===== src/rtl/apb_rr_master_pkg.sv =====
// -----------------------------------------------------------------------------
// apb_ctrl_pkg
// Purpose : shared types and constants for the APB round-robin master and the
//           environments that talk to it.
// Contents: state_t   - transfer sequencer states
//           REG0_ADDR - address of the 10-bit data register in the APB target
//           REG1_ADDR - address of the write-only register in the APB target
// -----------------------------------------------------------------------------
package apb_ctrl_pkg;

  // IDLE    : waiting for a request, arbitration happens here
  // SETUP   : psel high, penable low
  // ACCESS  : psel and penable high, target samples/drives the transfer
  // CAPTURE : read only, target's registered prdata is sampled at cycle end
  typedef enum logic [1:0] {
    IDLE    = 2'd0,
    SETUP   = 2'd1,
    ACCESS  = 2'd2,
    CAPTURE = 2'd3
  } state_t;

  localparam logic [7:0] REG0_ADDR = 8'h00;
  localparam logic [7:0] REG1_ADDR = 8'h04;

endpackage


===== src/rtl/apb_rr_master_if.sv =====
// -----------------------------------------------------------------------------
// apb_rr_master_if
// Purpose : bundles the requester-side handshake and the APB bus of the
//           round-robin APB master into one interface.
// Signals : req_valid/req_ready/req_write/req_addr/req_wdata - requester ports,
//           flattened, requester i at [i*W +: W]
//           rsp_valid/rsp_rdata - completion pulse and captured read data
//           busy                - transfer in progress
//           paddr/pwrite/psel/penable/pwdata/prdata - APB bus
// Modports: master - the view of apb_rr_master
//           slave  - the view of the environment (requesters + APB target)
// -----------------------------------------------------------------------------
interface apb_rr_master_if #(
  parameter int NREQ  = 2,
  parameter int ADDRW = 8,
  parameter int DATAW = 32
);

  logic [NREQ-1:0]       req_valid;
  logic [NREQ-1:0]       req_ready;
  logic [NREQ-1:0]       req_write;
  logic [NREQ*ADDRW-1:0] req_addr;
  logic [NREQ*DATAW-1:0] req_wdata;
  logic [NREQ-1:0]       rsp_valid;
  logic [DATAW-1:0]      rsp_rdata;
  logic                  busy;

  logic [ADDRW-1:0]      paddr;
  logic                  pwrite;
  logic                  psel;
  logic                  penable;
  logic [DATAW-1:0]      pwdata;
  logic [DATAW-1:0]      prdata;

  modport master (
    input  req_valid, req_write, req_addr, req_wdata, prdata,
    output req_ready, rsp_valid, rsp_rdata, busy,
           paddr, pwrite, psel, penable, pwdata
  );

  modport slave (
    output req_valid, req_write, req_addr, req_wdata, prdata,
    input  req_ready, rsp_valid, rsp_rdata, busy,
           paddr, pwrite, psel, penable, pwdata
  );

endinterface


===== src/rtl/apb_rr_master_arb.sv =====
// -----------------------------------------------------------------------------
// rr_arbiter
// Purpose : purely combinational round-robin pick. Searches the request vector
//           starting one position after the pointer (wrapping) and returns the
//           first requester found.
// Ports   : i_req   - request vector
//           i_ptr   - index of the most recently granted requester
//           o_grant - one-hot grant (all zero when nothing requests)
//           o_idx   - binary index of the granted requester
//           o_any   - at least one request present
// -----------------------------------------------------------------------------
module rr_arbiter #(
  parameter int NREQ = 2,
  parameter int IDXW = 1
) (
  input  logic [NREQ-1:0] i_req,
  input  logic [IDXW-1:0] i_ptr,
  output logic [NREQ-1:0] o_grant,
  output logic [IDXW-1:0] o_idx,
  output logic            o_any
);

  // w_cand[k] is the requester examined at search position k: ptr+1, ptr+2, ...
  logic [IDXW-1:0] w_cand [NREQ];
  logic            w_found;

  genvar gi;
  generate
    for (gi = 0; gi < NREQ; gi++) begin : g_cand
      assign w_cand[gi] = IDXW'((int'(i_ptr) + gi + 1) % NREQ);
    end
  endgenerate

  always_comb begin
    o_grant = '0;
    o_idx   = '0;
    w_found = 1'b0;
    for (int k = 0; k < NREQ; k++) begin
      if (!w_found && i_req[w_cand[k]]) begin
        w_found             = 1'b1;
        o_idx               = w_cand[k];
        o_grant[w_cand[k]]  = 1'b1;
      end
    end
  end

  assign o_any = |i_req;

endmodule


===== src/rtl/apb_rr_master.sv =====
// -----------------------------------------------------------------------------
// apb_rr_master
// Purpose : shares one APB register target between NREQ requesters. Picks a
//           requester round-robin, runs the APB SETUP/ACCESS phases and, for
//           reads, spends one extra CAPTURE cycle because the target registers
//           prdata one cycle after ACCESS.
// Ports   : clk - clock, all logic on posedge
//           rst - asynchronous active-high reset
//           bus - apb_rr_master_if.master: requester handshake, completion
//                 pulse, read data, busy flag and the APB bus
// Timing  : accept cycle = 0, SETUP = 1, ACCESS = 2,
//           write completes at 3, read completes at 4.
// -----------------------------------------------------------------------------
module apb_rr_master
  import apb_ctrl_pkg::*;
#(
  parameter int NREQ  = 2,
  parameter int ADDRW = 8,
  parameter int DATAW = 32
) (
  input logic             clk,
  input logic             rst,
  apb_rr_master_if.master bus
);

  localparam int IDXW = (NREQ > 1) ? $clog2(NREQ) : 1;

  // Sequencer state
  state_t           r_state;
  state_t           w_state_next;

  // Arbitration
  logic [IDXW-1:0]  r_ptr;
  logic [IDXW-1:0]  w_idx;
  logic [NREQ-1:0]  w_grant;
  logic             w_any;
  logic [NREQ-1:0]  r_grant;     // owner of the transfer in flight

  // Registered outputs
  logic [ADDRW-1:0] r_paddr;
  logic             r_pwrite;
  logic [DATAW-1:0] r_pwdata;
  logic             r_psel;
  logic             r_penable;
  logic [NREQ-1:0]  r_rsp_valid;
  logic [DATAW-1:0] r_rsp_rdata;

  // Next-value strobes from the output decoder
  logic             w_accept;
  logic             w_capture;
  logic [NREQ-1:0]  w_req_ready;
  logic             w_psel_next;
  logic             w_penable_next;
  logic [NREQ-1:0]  w_rsp_valid_next;

  rr_arbiter #(
    .NREQ (NREQ),
    .IDXW (IDXW)
  ) u_arb (
    .i_req   (bus.req_valid),
    .i_ptr   (r_ptr),
    .o_grant (w_grant),
    .o_idx   (w_idx),
    .o_any   (w_any)
  );

  // ---------------------------------------------------------------------------
  // FSM: state register
  // ---------------------------------------------------------------------------
  always_ff @(posedge clk or posedge rst) begin
    if (rst) begin
      r_state <= IDLE;
    end else begin
      r_state <= w_state_next;
    end
  end

  // ---------------------------------------------------------------------------
  // FSM: next-state logic
  // ---------------------------------------------------------------------------
  always_comb begin
    w_state_next = r_state;
    case (r_state)
      IDLE:    if (w_any) w_state_next = SETUP;
      SETUP:   w_state_next = ACCESS;
      ACCESS:  w_state_next = r_pwrite ? IDLE : CAPTURE;
      CAPTURE: w_state_next = IDLE;
      default: w_state_next = IDLE;
    endcase
  end

  // ---------------------------------------------------------------------------
  // FSM: output decode. APB controls are decoded from the next state so that
  // the registered psel/penable line up with the state they belong to.
  // ---------------------------------------------------------------------------
  always_comb begin
    // Never advertise an accept while reset holds the sequencer in IDLE,
    // otherwise a requester would believe a dropped request was taken.
    w_accept         = (r_state == IDLE) && w_any && !rst;
    w_req_ready      = w_accept ? w_grant : '0;
    w_psel_next      = (w_state_next == SETUP) || (w_state_next == ACCESS);
    w_penable_next   = (w_state_next == ACCESS);
    w_capture        = (r_state == CAPTURE);
    w_rsp_valid_next = '0;
    // Completion is flagged on the way back to IDLE: after ACCESS for a
    // write, after CAPTURE for a read.
    if (((r_state == ACCESS) && r_pwrite) || (r_state == CAPTURE)) begin
      w_rsp_valid_next = r_grant;
    end
  end

  // ---------------------------------------------------------------------------
  // Output / datapath registers
  // ---------------------------------------------------------------------------
  always_ff @(posedge clk or posedge rst) begin
    if (rst) begin
      r_ptr       <= IDXW'(NREQ - 1);    // requester 0 wins the first grant
      r_grant     <= '0;
      r_paddr     <= '0;
      r_pwrite    <= 1'b0;
      r_pwdata    <= '0;
      r_psel      <= 1'b0;
      r_penable   <= 1'b0;
      r_rsp_valid <= '0;
      r_rsp_rdata <= '0;
    end else begin
      r_psel      <= w_psel_next;
      r_penable   <= w_penable_next;
      r_rsp_valid <= w_rsp_valid_next;
      // Request fields are sampled only here and then held until the next
      // grant, keeping the APB address/data stable through CAPTURE.
      if (w_accept) begin
        r_ptr    <= w_idx;
        r_grant  <= w_grant;
        r_paddr  <= bus.req_addr[int'(w_idx)*ADDRW +: ADDRW];
        r_pwrite <= bus.req_write[w_idx];
        r_pwdata <= bus.req_wdata[int'(w_idx)*DATAW +: DATAW];
      end
      if (w_capture) begin
        r_rsp_rdata <= bus.prdata;
      end
    end
  end

  assign bus.req_ready = w_req_ready;
  assign bus.rsp_valid = r_rsp_valid;
  assign bus.rsp_rdata = r_rsp_rdata;
  assign bus.busy      = (r_state != IDLE);
  assign bus.paddr     = r_paddr;
  assign bus.pwrite    = r_pwrite;
  assign bus.pwdata    = r_pwdata;
  assign bus.psel      = r_psel;
  assign bus.penable   = r_penable;

endmodule

===== src/flat_wrapper.sv =====
// flat-port wrapper written by rule: the top's interface ports become plain ports
module apb_rr_master_flat import apb_ctrl_pkg::*;
#(
  parameter int NREQ  = 2,
  parameter int ADDRW = 8,
  parameter int DATAW = 32
)
  (clk, rst, bus_req_valid, bus_req_write, bus_req_addr, bus_req_wdata, bus_prdata, bus_req_ready, bus_rsp_valid, bus_rsp_rdata, bus_busy, bus_paddr, bus_pwrite, bus_psel, bus_penable, bus_pwdata);
  apb_rr_master_if #(.NREQ(NREQ), .ADDRW(ADDRW), .DATAW(DATAW)) bus_i ();
  input logic clk;
  input logic rst;
  input wire logic [$bits(bus_i.req_valid)-1:0] bus_req_valid;
  input wire logic [$bits(bus_i.req_write)-1:0] bus_req_write;
  input wire logic [$bits(bus_i.req_addr)-1:0] bus_req_addr;
  input wire logic [$bits(bus_i.req_wdata)-1:0] bus_req_wdata;
  input wire logic [$bits(bus_i.prdata)-1:0] bus_prdata;
  output wire logic [$bits(bus_i.req_ready)-1:0] bus_req_ready;
  output wire logic [$bits(bus_i.rsp_valid)-1:0] bus_rsp_valid;
  output wire logic [$bits(bus_i.rsp_rdata)-1:0] bus_rsp_rdata;
  output wire logic [$bits(bus_i.busy)-1:0] bus_busy;
  output wire logic [$bits(bus_i.paddr)-1:0] bus_paddr;
  output wire logic [$bits(bus_i.pwrite)-1:0] bus_pwrite;
  output wire logic [$bits(bus_i.psel)-1:0] bus_psel;
  output wire logic [$bits(bus_i.penable)-1:0] bus_penable;
  output wire logic [$bits(bus_i.pwdata)-1:0] bus_pwdata;
  assign bus_i.req_valid = bus_req_valid;
  assign bus_i.req_write = bus_req_write;
  assign bus_i.req_addr = bus_req_addr;
  assign bus_i.req_wdata = bus_req_wdata;
  assign bus_i.prdata = bus_prdata;
  assign bus_req_ready = bus_i.req_ready;
  assign bus_rsp_valid = bus_i.rsp_valid;
  assign bus_rsp_rdata = bus_i.rsp_rdata;
  assign bus_busy = bus_i.busy;
  assign bus_paddr = bus_i.paddr;
  assign bus_pwrite = bus_i.pwrite;
  assign bus_psel = bus_i.psel;
  assign bus_penable = bus_i.penable;
  assign bus_pwdata = bus_i.pwdata;
  apb_rr_master #(.NREQ(NREQ), .ADDRW(ADDRW), .DATAW(DATAW)) u_core (.clk(clk), .rst(rst), .bus(bus_i));
endmodule

===== config.mk =====
export PLATFORM = sky130hd
export DESIGN_NAME = apb_rr_master_flat
export DESIGN_NICKNAME = d
export VERILOG_FILES = /design/src/rtl/apb_rr_master_pkg.sv /design/src/rtl/apb_rr_master_if.sv /design/src/rtl/apb_rr_master_arb.sv /design/src/rtl/apb_rr_master.sv /design/src/flat_wrapper.sv
export SDC_FILE = /design/constraint.sdc
export NUM_CORES = 1
export LEC_CHECK = 0
export BUFFER_PORTS_ARGS = -buffer_cell sky130_fd_sc_hd__buf_4
export CAP_MARGIN = 0
export CELL_PAD_IN_SITES_DETAIL_PLACEMENT = 0
export CELL_PAD_IN_SITES_GLOBAL_PLACEMENT = 1
export CORE_MARGIN = 2
export CORE_UTILIZATION = 35
export CTS_BUF_LIST = sky130_fd_sc_hd__clkbuf_16
export DETAILED_ROUTE_END_ITERATION = 6
export PLACE_DENSITY_LB_ADDON = 0.1
export SETUP_SLACK_MARGIN = 0.5
export SKIP_CTS_REPAIR_TIMING = 1
export SYNTH_ARGS = -nofsm -noshare
export SYNTH_HDL_FRONTEND = slang
export SYNTH_SLANG_ARGS = --single-unit

===== constraint.sdc =====
create_clock -name clk -period 7.1 [get_ports clk]
set_input_delay 1.065 -clock clk [delete_from_list [all_inputs] [get_ports clk]]
set_output_delay 1.065 -clock clk [all_outputs]
set_load 0.01 [all_outputs]

== Yosys cells after proc, flatten, opt, wreduce, memory -nomap -nowiden ==
Index checks and enable logic that the tools add are counted.

* Mux-type cells: 20
* Order comparisons: 5
* $add $sub $neg: 2
* Bitwise operators: 1
* $mul: 0
* Reductions and logical operators: 13
* Divide/modulo/power cells: 0
* Shifts and indexed selects: 2
* Equal/unequal tests: 5

{| class="wikitable"
|+ Operator list
! operator !! number
|-
| variable part select 64 x 7 -> 32 bit || 1
|-
| variable part select 16 x 5 -> 8 bit || 1
|-
| 2-to-1 mux 2 bit || 6
|-
| 2-to-1 mux 1 bit || 11
|-
| case mux 2 bit (4 select lines) || 1
|-
| == test 2 bit, second input constant || 3
|-
| logical AND 1 bit || 6
|-
| less-than comparator 1 x 2 -> 1 bit, second input constant || 3
|-
| == test 2 x 1 -> 1 bit, second input constant || 2
|-
| adder 1 bit, second input constant || 2
|-
| demux 1 bit (select 1 bit) || 2
|-
| greater-or-equal comparator 1 bit, second input constant || 2
|-
| logical NOT 1 bit || 2
|-
| logical NOT 2 bit || 1
|-
| logical OR 1 bit || 2
|-
| OR 2 bit || 1
|-
| nonzero test 2 bit || 1
|-
| OR reduction 2 bit || 1
|}

* RAM bits: 0
* Bits in registers: 82
* Input bits: 118
* Bits in latches: 0
* Memories: 0
* Logic and storage cells: 58
* ROM bits: 0

== Longest topological paths before layout ==
Gate-level depths: netlist (run 1).

* Depth in word-level cells: 9
* Gate-level depth with buffers: 5
* Mapped depth without buffers: 3

== Cells and area by module ==
Synthesis (run 1) repeated with hierarchy kept, for this count alone.

* Cells, all modules: 234
* Area total of the unflattened synthesis: 3759.9 um^2

{| class="wikitable"
|+ By module, submodules not included
! module !! cells an instance !! area each (um^2) !! times used
|-
| apb_rr_master || 229 || 3727.3 || 1
|-
| rr_arbiter || 5 || 32.5 || 1
|}

== Worst setup path after synthesis (run 1) ==
OpenSTA, ideal clock, no wires.

* Path type: input -> output
* Start: in rst
* End: out bus_req_ready[1]
* Path slack: 4195 ps
* Cell stages on the path: 3
* Data required time: 6035 ps
* Path buffers: 1
* Arrival: 1840 ps
* Cells stage by stage: or3_4 > clkbuf_2 > nor2_1

* Word-level cells in the longest chain between the ends: 3

{| class="wikitable"
|+ Ends and longest elaborated chain
! what !! line !! RTL
|-
| from (decl) || flat_wrapper.sv:11 || <nowiki>input logic rst;</nowiki>
|-
| logical NOT 1 bit (no line) || -- ||
|-
| logical AND 1 bit || apb_rr_master.sv:99 || <nowiki>w_accept = (r_state == IDLE) && w_any && !rst;</nowiki>
|-
| 2-to-1 mux 2 bit || apb_rr_master.sv:100 || <nowiki>w_req_ready = w_accept ? w_grant : '0;</nowiki>
|-
| to (decl) || flat_wrapper.sv:17 || <nowiki>output wire logic [$bits(bus_i.req_ready)-1:0] bus_req_ready;</nowiki>
|}

Every way passes these cells.

== Worst setup path after layout (run 1) ==
* Start: in rst
* End: out bus_req_ready[0]

Same word-level chain as after synthesis.

==> out/qor.yml, run 1 <==
setup_path:
  worstReg2RegStart: "u_core.r_state[1]$_DFF_PP0_"
  rr_endpoint: "u_core.bus.pwdata[26]$_DFFE_PP0P_"
  required_ns: 6.03
  path_max_fanout: 42
  cp-start-kind: "primary input"
  crit_path_end_kind: "output pin"
  crit_arrival_ns: 2.52
  path_class: "primary input to output pin"
  r2r_slack_ns: 4.77
  reg2reg_depth: 3
layout:
  multiInputGateArea_sq_um: 1230
  area_growth_pct: 54.6
  drive_gt1_frac: 0.673
  fin_cells: 566
  fill_cells: 814
  antennaDiodeCount: 0
  register_area_sq_um: 2050
  nets: 551
  final_cell_area_sq_um: 5260
  utilization: 0.564
floorplanning:
  core-area_sq_um: 9330
  dieArea_sq_um: 10500
  initial_core_util: 0.365
  row_count: 35
  ios: 198
  die_y_um: 103
  die_w_um: 103
synth:
  yosys.area.top_type: "dfrtp_1"
  netlist.area_leader.share: 0.596
  synth_edf_count: 0
  ys_warn_count: 0
  synth_ff_type: "dfrtp_1"
  syn_nets: 362
  netlist_top_cells_area: "dfrtp_1, o221a_2, mux2_2"
  ys_seq_area_frac: 0.603
  syn_area_per_cell_sq_um: 13.9
  synth.distinct_cells: 26
  synth.most_common_cell: "dfrtp_1"
  syn_area_sq_um: 3400
  async_flop_share: 1.00
  synthCells: 244
  synthTopCellsByCount: "dfrtp_1, o221a_2, or3_1"
  ys_seq_elements: 82
timing:
  rsz0062_at_grt: "no"
  skew_ns: 0.00749
  timing.final.crit_period_ns: 3.58
  final-setup-viol-count: 0
  slew_viol_final: 0
  fin_setup_tns_ns: 0
  max_freq_mhz: 279
  tightest_slew_ns: 0.980
  max_slew_margin: 0.345
  hold_violations: 0
  fin_crit_sh: 0.505
placed_design:
  routabilityCongestion: 0.703
  hpwl_mm: 6.40
  place_area_sq_um: 4950
  dp.cells: 551
  io_buffers: 197
clock_tree:
  htree_levels: 3
  cts_sinks: 82
  numCtsBuffers: 9
  path_clk_slew_ns: 0.06
  cts_root_buf: "clkbuf_16"
  cts_tree: "built"
  insertion_delay_ns: 0.33
  clock_path_buffers: 2
power:
  p_int_mw: 1.58
  seq_power_share: 0.369
  vdd_drop_max_mv: 0.133
  p_comb_frac: 0.421
  power_switching_mw: 0.688
  power_density_nw_per_um2: 432
  swShare: 0.303
  leakagePower_nw: 2.42
  pwr-share-clk: 0.210
route:
  ant_nets: 0
  vias: 2708
  drt_iter0_markers: 84
  drt-total-wl_mm: 8.92
  drc: 0
  via_per_inst: 4.78
  routedWlPerCell_um: 15.8
  firstDrtPassIters: 4
global_routing:
  grt_antenna_before_repair: 0
  grtUsageTotal: 0.169
  grt_max_degree: 53
  grt_pass1_wl_mm: 13.7
  grt_overflow: 0
  grt_pass1_vias: 2852
hold_path:
  hold_end: "u_core.r_grant[1]$_DFFE_PP0P_"
  worstHoldPathCells: 1
  hold_class: "flop to flop"
  min_from: "u_core.r_grant[1]$_DFFE_PP0P_"
run_status:
  status: "finished, final reports clean"
run:
  maxCapViolCount: 0
## cells by family (layout without fill, tap and decap cells)
logic type             after synthesis  after routing  share of synthesized area
multiplexers                        32             32                      0.106
buffers and inverters               24            217                     0.0360
AND/OR/NAND/NOR                     58             58                      0.104
AO/OA/AOI/OAI                       48             48                      0.150
flip-flops                          82             82                      0.603
## metrics by stage
step / setup slack [ns] / hold slack, ns / power [mW]
final: 3.52 / 0.482 / 2.27
after CTS: 3.49 / 0.493 / 2.31
after detailed placement: 3.49 / 0.481 / 1.82
after global routing: 3.31 / 0.509 / 2.42
after floorplan: 3.93 / 0.441 / 1.34
after global placement: 3.51 / 0.460 / 1.80
## critical path, cell delays in order
cell and delay (ns):
buf_4 0.12, nor3_1 0.23, nand3_2 0.75, inv_1 0.20, buf_4 0.15
## worst max path at each step
stage	depth (start not counted)	to	slack, ns	startpoint
global route	5	bus_req_ready[0]	3.31	rst
CTS	5	bus_req_ready[0]	3.49	rst
detailed placement	5	bus_req_ready[0]	3.49	rst
floorplan	1	u_core.bus.paddr[0]$_DFFE_PP0P_	3.93	rst
global placement	5	bus_req_ready[0]	3.51	rst
finish	5	bus_req_ready[0]	3.52	rst
## power by group through the flow
| stage | Combinational, mW | Sequential [mW] | Clock, mW |
|---|---|---|---|
| 6_report | 0.956 | 0.838 | 0.477 |
| 5_1_grt | 1.04 | 0.869 | 0.513 |
| 4_1_cts | 0.977 | 0.840 | 0.492 |
| 3_5_place_dp | 0.981 | 0.843 | 0 |
| 3_3_place_gp | 0.967 | 0.836 | 0 |
| 2_1_floorplan | 0.420 | 0.924 | 0 |
## final cells by class
type	count	area share
sequential	82	0.390
tap	129	0.0307
clock buffer	9	0.0428
timing repair buffer	199	0.284
clock inverter	6	0.0157
multi-input combinational	138	0.234
inverter	3	0.00238
## registers in the layout (all words and copies together), names as in the netlist
register / count
u_core.bus.psel: 1
u_core.r_state: 2
u_core.bus.pwdata: 32
u_core.bus.paddr: 8
u_core.r_grant: 2
u_core.bus.rsp_rdata: 32
u_core.bus.penable: 1
u_core.bus.rsp_valid: 2
u_core.r_ptr: 1
u_core.bus.pwrite: 1
## cells in the final DEF, fill, tap and decap left out, drive strengths merged
master / netlist / layout
nand2: 1 / 1
o21ai: 1 / 1
and3: 2 / 2
clkbuf: 9 / 9
dfrtp: 81 / 81
buf: 12 / 199
a21oi: 1 / 1
bufinv: 0 / 2
clkinv: 0 / 5
nand2b: 1 / 1
mux2: 32 / 32
nor2: 5 / 5
a21o: 3 / 3
nor2b: 1 / 1
or2: 2 / 2
nor3: 3 / 3
dfstp: 1 / 1
a211oi: 1 / 1
nand3: 1 / 1
or3: 42 / 42
o221a: 41 / 41
inv: 3 / 2
a21bo: 1 / 1
## layer usage
layer  global-route usage  up-vias  wire length [um]
li1                     -     1311                 -
met1                0.216     1262              3720
met2                0.267      121              4280
met3               0.0542       14               754
met4               0.0687        0               168
met5                    0        -                 0
Note: power is estimated with default switching activity, not from simulation.
==> run 2: changes to the inputs <==
- CORE_UTILIZATION: 35 -> 30
- clock period: 7.1 -> 3.15 ns (I/O delays scaled with it)
==> out/qor.yml, run 2 (same netlist as run 1, synthesis figures left out) <==
power:
  leakagePower_nw: 2.44
  p_total_mw: 5.16
  vdd_drop_max_mv: 0.369
  power_density_nw_per_um2: 971
floorplanning:
  ios: 198
  core-area_sq_um: 10900
  die_w_um: 111
  dieArea_sq_um: 12200
  row_count: 38
  die_y_um: 111
  initial_core_util: 0.311
timing:
  slew_viol_final: 0
  final-setup-viol-count: 0
  max_slew_margin: 0.538
  timing.final.crit_period_ns: 2.35
  hold_violations: 0
  tightest_slew_ns: 0.693
  skew_ns: 0.00878
  rsz0062_at_grt: "no"
  max_freq_mhz: 425
  fin_crit_sh: 0.747
  fin_setup_tns_ns: 0
clock_tree:
  cts_tree: "built"
  clock_path_buffers: 2
  numCtsBuffers: 9
  insertion_delay_ns: 0.33
  cts_sinks: 82
  path_clk_slew_ns: 0.07
  htree_levels: 3
  cts_root_buf: "clkbuf_16"
setup_path:
  cp-start-kind: "flop"
  crit_path_top_delay_cell: "or3_4"
  max_stage_delay_ns: 0.60
  crit_path_end_kind: "output pin"
  path_max_fanout: 43
  crit_chain: "or3_4, nor2_1, buf_4"
  crit_arrival_ns: 1.88
  path_class: "flop to output pin"
  required_ns: 2.68
layout:
  fill_cells: 1014
  drive_gt1_frac: 0.673
  antennaDiodeCount: 0
  register_area_sq_um: 2050
  mostFrequentLayoutCell: "buf_4"
  area_growth_pct: 56.1
  nets: 553
  final_cell_area_sq_um: 5310
  multiInputGateArea_sq_um: 1230
  layout_common_cells: "buf_4, dfrtp_1, or3_1, o221a_2, mux2_2"
placed_design:
  routabilityCongestion: 0.716
  hpwl_mm: 6.36
  io_buffers: 197
  place_area_sq_um: 4990
hold_path:
  hold_class: "primary input to asynchronous set/reset pin"
route:
  vias: 2735
  via_per_inst: 4.72
  firstDrtPassIters: 4
  routedWlPerCell_um: 15.7
  ant_nets: 0
  drt_iter0_markers: 93
  drc: 0
  drt-total-wl_mm: 9.08
run_status:
  status: "finished, final reports clean"
run:
  maxCapViolCount: 0
global_routing:
  grt_max_degree: 55
  grt_pass1_wl_mm: 14.5
  grt_pass1_vias: 2831
  grt_overflow: 0
  grtUsageTotal: 0.146
  grt_antenna_before_repair: 0
## run 2: cell count changes in the layout (fill, tap and decap cells not counted), sizes merged
| cell | delta |
|---|---|
| buf | +2 |
| clkinv | -3 |
| clkinvlp | +1 |
| inv | +3 |
## run 2: stage by stage
| step | utilization | hold slack, ns | cells | setup WS (ns) |
|---|---|---|---|---|
| 5_1_grt | 0.486 | 0.233 | 580 | 0.655 |
| 2_1_floorplan | - | 0.441 | 244 | 0.571 |
| 6_report | 0.486 | 0.190 | 580 | 0.797 |
| 3_5_place_dp | 0.457 | 0.479 | 564 | 0.991 |
| 4_1_cts | 0.486 | 0.205 | 580 | 0.767 |
| 3_3_place_gp | 0.457 | 0.479 | 564 | 1.04 |
## run 2: worst paths after layout
kind | from | cells past startpoint | end | slack, ns
worst max-delay path | u_core.r_state[1]$_DFF_PP0_ | 3 | bus_req_ready[1] | 0.80
worst min-delay path | rst | 2 | u_core.r_grant[0]$_DFFE_PP0P_ | 0.19
worst max register to register | u_core.r_state[1]$_DFF_PP0_ | 4 | u_core.bus.pwdata[22]$_DFFE_PP0P_ | 1.16
worst min register to register | u_core.r_grant[1]$_DFFE_PP0P_ | 1 | u_core.r_grant[1]$_DFFE_PP0P_ | 0.49
max in group asynchronous | rst | 3 | u_core.bus.rsp_rdata[11]$_DFFE_PP0N_ | 2.30
min in group clk | bus_prdata[15] | 2 | u_core.bus.rsp_rdata[15]$_DFFE_PP0N_ | 0.37
## run 2: layout make-up
type                       instances  share of cell area
sequential                        82               0.386
timing repair buffer             201               0.286
multi-input combinational        138               0.232
clock buffer                       9              0.0424
tap                              140              0.0330
clock inverter                     7              0.0174
inverter                           3             0.00236
## run 2: routing by layer
| layer | up-vias | global-route usage | part of all wire |
|---|---|---|---|
| li1 | 1317 | - | - |
| met1 | 1284 | 0.194 | 0.44 |
| met2 | 121 | 0.225 | 0.47 |
| met3 | 13 | 0.0434 | 0.079 |
| met4 | 0 | 0.0575 | 0.013 |
| met5 | - | 0 | 0 |
## run 2: critical path, delay by kind of cell (launching register included)
kind | cells | cell delay, ns
AND/OR/NAND/NOR | 2 | 0.89
flip-flops | 1 | 0.48
buffers and inverters | 1 | 0.18
## run 2: report_power, final
group	switching [mW]	total, mW	internal, mW
logic	0.848	2.15	1.30
registers	0.307	1.89	1.58
clock network	0.421	1.12	0.695
